[config.mk]
export PLATFORM = sky130hd
export DESIGN_NAME = ysyx_22041071_axi_rd_arbiter
export DESIGN_NICKNAME = d
export VERILOG_FILES = /design/src/rtl/ysyx_22041071_axi_rd_arbiter_pkg.sv /design/src/rtl/ysyx_22041071_arb_pick.sv /design/src/rtl/ysyx_22041071_axi_rd_arbiter.sv
export SDC_FILE = /design/constraint.sdc
export NUM_CORES = 1
export LEC_CHECK = 0
export ABC_AREA = 1
export CORE_AREA = 2 2 173 175
export DETAILED_ROUTE_END_ITERATION = 12
export DIE_AREA = 0 0 175 177
export GPL_TIMING_DRIVEN = 0
export PLACE_DENSITY_LB_ADDON = 0.05
export SETUP_SLACK_MARGIN = 0.02
export SLEW_MARGIN = 30
export SYNTH_ARGS = -nofsm -noshare
export SYNTH_HDL_FRONTEND = slang
export SYNTH_SLANG_ARGS = --single-unit
[constraint.sdc]
create_clock -name clk -period 3.34 [get_ports clk]
set_clock_uncertainty 0.1 [all_clocks]
set_input_delay 0.668 -clock clk [delete_from_list [all_inputs] [get_ports clk]]
set_output_delay 0.668 -clock clk [all_outputs]
set_load 0.03 [all_outputs]
[src/rtl/ysyx_22041071_axi_rd_arbiter_pkg.sv]
// ============================================================================
// Module  : ysyx_22041071_axi_rd_arbiter_pkg
// Brief   : Shared encodings and bus widths for the AXI read-channel arbiter.
// Revision: 1.0
// ============================================================================
`default_nettype none

package ysyx_22041071_axi_rd_arbiter_pkg;

  localparam int ADDR_BUS      = 64;
  localparam int AXI_LEN_WIDTH = 8;
  localparam int SIZE_D        = 3;

  typedef enum logic [1:0] {
    ST_IDLE = 2'd0,
    ST_ADDR = 2'd1,
    ST_DATA = 2'd2
  } arb_state_t;

  localparam logic OWN_IF  = 1'b0;
  localparam logic OWN_MEM = 1'b1;

  localparam logic [1:0] BURST_INCR  = 2'b01;
  localparam logic [1:0] RESP_OKAY   = 2'b00;
  localparam logic [1:0] RESP_SLVERR = 2'b10;

endpackage

`default_nettype wire

[src/rtl/ysyx_22041071_arb_pick.sv]
// ============================================================================
// Module  : ysyx_22041071_arb_pick
// Brief   : Two-input grant picker; fixed MEM-over-IF priority, or round-robin
//           with a last_grant flop when YSYX_22041071_ARB_RR_EN is defined.
// Revision: 1.0
// ============================================================================
`default_nettype none

module ysyx_22041071_arb_pick
  import ysyx_22041071_axi_rd_arbiter_pkg::*;
(
`ifdef YSYX_22041071_ARB_RR_EN
  input  logic clk,
  input  logic reset,
`endif
  input  logic req_if,
  input  logic req_mem,
  output logic gnt_if,
  output logic gnt_mem
);

`ifdef YSYX_22041071_ARB_RR_EN
  logic r_last_grant;

  // Starts at MEM so that IF wins the first tie after reset.
  always_ff @(posedge clk) begin
    if (reset) begin
      r_last_grant <= OWN_MEM;
    end else if (gnt_if || gnt_mem) begin
      r_last_grant <= gnt_mem ? OWN_MEM : OWN_IF;
    end
  end

  always_comb begin
    gnt_if  = req_if && (!req_mem || (r_last_grant == OWN_MEM));
    gnt_mem = req_mem && !gnt_if;
  end
`else
  always_comb begin
    gnt_mem = req_mem;
    gnt_if  = req_if && !req_mem;
  end
`endif

endmodule

`default_nettype wire

[src/rtl/ysyx_22041071_axi_rd_arbiter.sv]
// ============================================================================
// Module  : ysyx_22041071_axi_rd_arbiter
// Brief   : Shares one AXI4 read channel between IF and MEM, one transaction
//           at a time. Option macro: YSYX_22041071_ARB_RR_EN (round-robin).
// Revision: 1.0
// ============================================================================
`default_nettype none

module ysyx_22041071_axi_rd_arbiter
  import ysyx_22041071_axi_rd_arbiter_pkg::*;
#(
  parameter int ADDR_W = ADDR_BUS,
  parameter int DATA_W = 64,
  parameter int LEN_W  = AXI_LEN_WIDTH,
  parameter int ID_W   = 4
) (
  input  logic              clk,
  input  logic              reset,
  input  logic              if_ar_valid,
  output logic              if_ar_ready,
  input  logic [ADDR_W-1:0] if_ar_addr,
  input  logic [LEN_W-1:0]  if_ar_len,
  input  logic [2:0]        if_ar_size,
  output logic              if_r_valid,
  input  logic              if_r_ready,
  output logic [DATA_W-1:0] if_r_data,
  output logic [1:0]        if_r_resp,
  output logic              if_r_last,
  input  logic              mem_ar_valid,
  output logic              mem_ar_ready,
  input  logic [ADDR_W-1:0] mem_ar_addr,
  input  logic [LEN_W-1:0]  mem_ar_len,
  input  logic [2:0]        mem_ar_size,
  output logic              mem_r_valid,
  input  logic              mem_r_ready,
  output logic [DATA_W-1:0] mem_r_data,
  output logic [1:0]        mem_r_resp,
  output logic              mem_r_last,
  output logic              axi_ar_valid,
  input  logic              axi_ar_ready,
  output logic [ADDR_W-1:0] axi_ar_addr,
  output logic [LEN_W-1:0]  axi_ar_len,
  output logic [2:0]        axi_ar_size,
  output logic [ID_W-1:0]   axi_ar_id,
  output logic [1:0]        axi_ar_burst,
  input  logic              axi_r_valid,
  output logic              axi_r_ready,
  input  logic [DATA_W-1:0] axi_r_data,
  input  logic [1:0]        axi_r_resp,
  input  logic              axi_r_last,
  input  logic [ID_W-1:0]   axi_r_id
);

  arb_state_t          r_state;
  arb_state_t          w_state_nxt;
  logic                r_owner;
  logic [ADDR_W-1:0]   r_ar_addr;
  logic [LEN_W-1:0]    r_ar_len;
  logic [SIZE_D-1:0]   r_ar_size;

  logic                w_idle;
  logic                w_data;
  logic                w_req_if;
  logic                w_req_mem;
  logic                w_gnt_if;
  logic                w_gnt_mem;
  logic                w_grant;
  logic                w_owner_rready;
  logic [ID_W-1:0]     w_owner_id;

  assign w_idle    = (r_state == ST_IDLE);
  assign w_data    = (r_state == ST_DATA);
  assign w_req_if  = w_idle && if_ar_valid;
  assign w_req_mem = w_idle && mem_ar_valid;
  assign w_grant   = w_gnt_if || w_gnt_mem;

  ysyx_22041071_arb_pick u_pick (
`ifdef YSYX_22041071_ARB_RR_EN
    .clk     (clk),
    .reset   (reset),
`endif
    .req_if  (w_req_if),
    .req_mem (w_req_mem),
    .gnt_if  (w_gnt_if),
    .gnt_mem (w_gnt_mem)
  );

  always_comb begin
    w_state_nxt = r_state;
    case (r_state)
      ST_IDLE: if (w_grant)                                  w_state_nxt = ST_ADDR;
      ST_ADDR: if (axi_ar_ready)                             w_state_nxt = ST_DATA;
      ST_DATA: if (axi_r_valid && axi_r_ready && axi_r_last) w_state_nxt = ST_IDLE;
      default:                                               w_state_nxt = ST_IDLE;
    endcase
  end

  // AR payload is captured at grant so the requester is free once ar_ready pulses.
  always_ff @(posedge clk) begin
    if (reset) begin
      r_state   <= ST_IDLE;
      r_owner   <= OWN_IF;
      r_ar_addr <= '0;
      r_ar_len  <= '0;
      r_ar_size <= '0;
    end else begin
      r_state <= w_state_nxt;
      if (w_grant) begin
        r_owner   <= w_gnt_mem ? OWN_MEM : OWN_IF;
        r_ar_addr <= w_gnt_mem ? mem_ar_addr : if_ar_addr;
        r_ar_len  <= w_gnt_mem ? mem_ar_len  : if_ar_len;
        r_ar_size <= w_gnt_mem ? mem_ar_size : if_ar_size;
      end
    end
  end

  assign if_ar_ready  = w_gnt_if;
  assign mem_ar_ready = w_gnt_mem;

  assign w_owner_id   = {{(ID_W-1){1'b0}}, r_owner};
  assign axi_ar_valid = (r_state == ST_ADDR);
  assign axi_ar_addr  = r_ar_addr;
  assign axi_ar_len   = r_ar_len;
  assign axi_ar_size  = r_ar_size;
  assign axi_ar_id    = w_owner_id;
  assign axi_ar_burst = BURST_INCR;

  assign w_owner_rready = (r_owner == OWN_MEM) ? mem_r_ready : if_r_ready;
  assign axi_r_ready    = w_data && w_owner_rready;

  assign if_r_valid  = w_data && (r_owner == OWN_IF)  && axi_r_valid;
  assign mem_r_valid = w_data && (r_owner == OWN_MEM) && axi_r_valid;
  assign if_r_data   = axi_r_data;
  assign if_r_resp   = axi_r_resp;
  assign if_r_last   = axi_r_last;
  assign mem_r_data  = axi_r_data;
  assign mem_r_resp  = axi_r_resp;
  assign mem_r_last  = axi_r_last;

  property p_rid_matches_owner;
    @(posedge clk) disable iff (reset)
      (w_data && axi_r_valid) |-> (axi_r_id == w_owner_id);
  endproperty
  a_rid_matches_owner: assert property (p_rid_matches_owner);

endmodule

`default_nettype wire

======== Word level (Yosys, flattened, before mapping) ========
Index checks and enable logic that the tools add are counted.
operators by class
  bitwise operators ....................... 1
  multiplexer cells ....................... 9
  eq/ne operators ......................... 5
  reductions and logical operators ........ 14
operator list
  operator                                                                  number
  64-bit 2-to-1 mux                                                         1
  1-bit logical AND                                                         10
  8-bit 2-to-1 mux                                                          1
  2-bit 2-to-1 mux                                                          3
  2-bit by 1-bit inequality test with 1-bit output (second input constant)  3
  2-bit case mux with 3 select lines                                        1
  3-bit 2-to-1 mux                                                          1
  3-bit AND reduction                                                       1
  2-bit by 1-bit equality test with 1-bit output (second input constant)    1
  2-bit equality test (second input constant)                               1
  2-bit logical NOT                                                         1
  1-bit 2-to-1 mux                                                          2
  1-bit logical NOT                                                         1
  1-bit logical OR                                                          1
  1-bit inverter                                                            1
storage, ports and cells
  input port bits ......................... 229
  register bits after elaboration ......... 78
  output and inout bits ................... 221
  logic and storage cells ................. 34

======== Logic depth before layout (Yosys ltp) ========
Gate-level depths: netlist of run 1.
  word-level depth ........................ 7
  depth in mapped cells ................... 8
  depth with buffers taken out ............ 7

======== By module ========
A second synthesis of run 1 with hierarchy kept.
second synthesis, totals
  cells, all modules ...................... 738
  area total of the unflattened synthesis .. 4755.8 um^2
by module, submodules not included
  module                        sequential area each (um^2)  instances  cells each  area an instance (um^2)
  ysyx_22041071_axi_rd_arbiter  1561.5                       1          735         4738.3
  ysyx_22041071_arb_pick        0.0                          1          3           17.5

======== Least setup slack after synthesis of run 1 ========
Ideal clock, no wire load.
  path type ............................... input-to-output
  start ................................... input port mem_ar_valid
  end ..................................... output port if_ar_ready
  arrival ................................. 1445 ps
  path slack .............................. 1127 ps
  stages .................................. 3
  cells stage by stage .................... buf_2 > buf_1 > nor2_1
on the way
  longest elaborated chain between the ends .. 3
ends and longest elaborated chain
  element            line                                text
  from (decl)        ysyx_22041071_axi_rd_arbiter.sv:29  input logic mem_ar_valid,
  1-bit logical AND  ysyx_22041071_axi_rd_arbiter.sv:74  assign w_req_mem = w_idle && mem_ar_valid;
  1-bit logical NOT  ysyx_22041071_arb_pick.sv:41        gnt_if = req_if && !req_mem;
  1-bit logical AND  ysyx_22041071_arb_pick.sv:41
  to (decl)          ysyx_22041071_axi_rd_arbiter.sv:20  output logic if_ar_ready,
Every way passes these cells.

======== Final worst setup path of run 1 ========
  start ................................... register r_state[1]
  end ..................................... output port if_ar_ready
on the way
  longest elaborated chain between the ends .. 4
  elaborated cells between the ends (all ways) .. 5
  those cells by class .................... reduce/logical: 5
ends and longest elaborated chain
  element                 line                                 text
  from (decl)             ysyx_22041071_axi_rd_arbiter.sv:54   arb_state_t r_state;
  from (signal assigned)  ysyx_22041071_axi_rd_arbiter.sv:107  r_state <= w_state_nxt;
  2-bit logical NOT *     ysyx_22041071_axi_rd_arbiter.sv:71   assign w_idle = (r_state == ST_IDLE);
  1-bit logical AND       ysyx_22041071_axi_rd_arbiter.sv:74
  1-bit logical NOT       ysyx_22041071_arb_pick.sv:41
  1-bit logical AND *     ysyx_22041071_arb_pick.sv:41
Mark *: on every way between the ends. The rest lies on a longest branch, timed or not.

==> results of run 1 <==
-- cell usage in the layout, fill, tap and decap left out, types with 2 or more instances in the layout --
cell	Yosys	routed
inv_1	160	160
buf_4	146	146
clkbuf_1	23	24
clkbuf_16	0	9
clkinv_4	0	3
buf_6	3	3
conb_1	2	5
buf_1	2	2
buf_2	16	16
nand2_1	159	159
nand3_1	149	149
a21oi_1	77	77
nor2_1	4	4
dfxtp_1	78	78
nor3_1	2	2
clkdlybuf4s50_1	0	372
-- sequential cells by signal, summed over array words and instances (netlist names) --
signal / cells
axi_ar_addr: 64
axi_ar_len: 8
axi_ar_size: 3
r_state: 2
r_owner: 1
-- metrics by stage --
step	power, mW	std cells	hold WS, ns	setup WS (ns)
floorplan	2.046	830	0.3779	1.127
detailed placement	2.787	1592	0.3552	0.3768
finish	3.755	1608	0.3631	0.2909
global route	3.993	1608	0.3793	0.1036
CTS	3.846	1608	0.3654	0.2204
global placement	2.788	1592	0.3523	0.4015
-- worst reg2reg max path, stage by stage, from the launching register on --
cell and delay, ns:
dfxtp_1 0.35, nor2_4 0.21, buf_2 0.29, buf_2 0.29, nand3_1 0.10, nand3_1 0.13
a21oi_1 0.07
-- layout make-up --
type / count / area (µm²)
inverter: 161 / 604.3
sequential: 78 / 1562
clock inverter: 6 / 70.07
fill: 3217 / 19450
clock buffer: 10 / 229.0
tap: 390 / 488.0
buffer: 190 / 1304
multi-input combinational: 401 / 1817
timing repair buffer: 372 / 3724
-- per-layer routing --
layer,GRT usage,up-vias
met5,0,-
li1,-,3141
met2,0.2396,237
met1,0.1651,2621
met4,0.02917,0
met3,0.05262,10
-- logic make-up (layout without fill, tap and decap cells) --
family,count (synthesis),in the layout,share of synthesized area
other,2,5,0.001424
DFF,78,78,0.2960
buffers and inverters,351,739,0.3617
and+or+nand+nor,317,317,0.2638
AOI/OAI and AO/OA,79,79,0.07709
-- worst min-delay path by stage --
stage | slack (ns) | to | depth (start not counted) | from
6_report | 0.36 | axi_ar_addr[29] | 2 | axi_ar_addr[29]
4_1_cts | 0.37 | axi_ar_addr[36] | 2 | axi_ar_addr[36]
2_1_floorplan | 0.38 | r_owner | 2 | r_owner
3_3_place_gp | 0.35 | axi_ar_len[5] | 2 | axi_ar_len[5]
3_5_place_dp | 0.36 | axi_ar_addr[36] | 2 | axi_ar_addr[36]
5_1_grt | 0.38 | axi_ar_addr[12] | 2 | axi_ar_addr[12]
-- power groups by stage --
stage / clock (mW) / sequential (mW) / combinational, mW
2_1_floorplan: 0 / 1.31 / 0.737
3_3_place_gp: 0 / 1.11 / 1.68
3_5_place_dp: 0 / 1.11 / 1.68
4_1_cts: 1.07 / 1.09 / 1.68
5_1_grt: 1.11 / 1.10 / 1.78
6_report: 1.02 / 1.09 / 1.65
==> impl_metrics.yaml, run 1 <==
floorplan:
  dieArea_um2: 30980
  rows: 63
  die_h_um: 177
  boundaryPins: 450
  start_util: 0.1804
  core_area_um2: 29240
  die_x_um: 175
worst_setup_path:
  crit_cells: 5
  worstPathRequired_ns: 2.57
  r2r-start: "r_state[1]"
  r2r_slack_ns: 1.67
  arrival_ns: 2.28
  max_stage_delay_ns: 0.71
  cp_top_family: "buffers and inverters"
  end_kind: "primary output"
  r2r_end: "axi_ar_addr[0]"
  setup.worst_path.end: "if_ar_ready"
  path_class: "reg2out"
  reg2regPathDepth: 6
  start_kind: "flip-flop"
  crit_start: "r_state[1]"
  cpMaxStageDelayCell: "clkdlybuf4s50_1"
  worst-path-buf-inv: 2
  cp_max_fo: 10
  path_cells: "nor2_4 -> clkbuf_1 -> nand2_1 -> nor2_1 -> clkdlybuf4s50_1"
logic_synthesis:
  synthTopCellsByArea: "dfxtp_1 30%, buf_4 21%, nand3_1 14%, inv_1 11%, nand2_1 11%"
  synthFlopType: "dfxtp_1"
  synth_top_area_cell: "dfxtp_1"
  netlist_instances: 827
  synth_top_cell_area_share: 0.2960
  ys_ff_latch: 78
  synthArstFlopShare: 0
  synth.most_common_cell: "inv_1"
  netlist_area_um2: 5275
  synth_area_per_cell_um2: 6.379
  synth_warnings: 0
  synthDistinctLibCells: 19
  synth-seq-area-share: 0.2960
  synth_commonest_cells: "160 x inv_1, 159 x nand2_1, 149 x nand3_1, 146 x buf_4, 78 x dfxtp_1"
  synth_edf_count: 0
final_layout:
  drive_above_1_share: 0.1511
  fin_nets: 1442
  fin_area_um2: 9797
  diodes: 0
  area_delta_synth_final_pct: 85.72
  final_util: 0.3350
routing:
  route.detailed.drc: 0
  drtIter0Drc: 203
  wl_met2_mm: 10.90
  firstDrtPassIters: 4
  met1Wirelength_mm: 9.458
  wl_per_cell_um: 14.03
  routed_via_density: 3.737
  top_layer_used: "met4"
  dr_wl_met3_mm: 2.014
  drt_wl_total_mm: 22.55
  ant_nets: 0
  num_vias: 6009
cts:
  h-tree-depth: 3
  clock_latency_ns: 0.34
  clk_pin_slew_ns: 0.07
  hold_buffers: 0
  cts.sinks: 78
  cts_tree: "yes"
  clk_path_buf_depth: 2
  cts_root_buf: "clkbuf_16"
  ctsResizeCount: 0
  postCtsSetupBuffers: 0
  numCtsBuffers: 9
global_route:
  grt_pass1_wl_mm: 33.40
  overflow: 0
  globalRouteTotalUtil: 0.1393
  antenna_found_initial: 0
  grt_pass1_vias: 5815
  grt_max_degree: 15
worst_hold_path:
  hp-class: "reg2reg"
sta:
  fmax_mhz: 328.0
  maxSlewHeadroom: 0.5532
  rsz0062_at_grt: "false"
  worstMarginPinSlew_ns: 0.6701
  min_period_over_period: 0.9129
  fin_setup_tns_ns: 0
  slew_violations: 0
  hold_violations: 0
  setup_violations: 0
  period_needed_ns: 3.049
place:
  portBuffers: 372
  dpl_cell_area_um2: 9498
  dp_hpwl_mm: 18.06
  gp_congestion: 0.7281
job:
  cap_violations: 0
power_and_ir_drop:
  p_leak_nw: 4.584
  pwr-share-seq: 0.290
  swShare: 0.3681
  internal_power_mw: 2.373
  p_per_area_nw_per_um2: 383.3
  p_comb_frac: 0.439
  p_clk_frac: 0.271
  p_switching_mw: 1.382
  peakVddDrop_mv: 0.1969
status:
  status: "finished clean"
Note: power is estimated with default switching activity, not from simulation.
==> run 2, diff against run 1 <==
Settings changed: CTS_CLUSTER_DIAMETER set to 80, TNS_END_PERCENT set to 30.
==> results of run 2 <==
Final layout, timing and power as in run 1 (identical DEF).
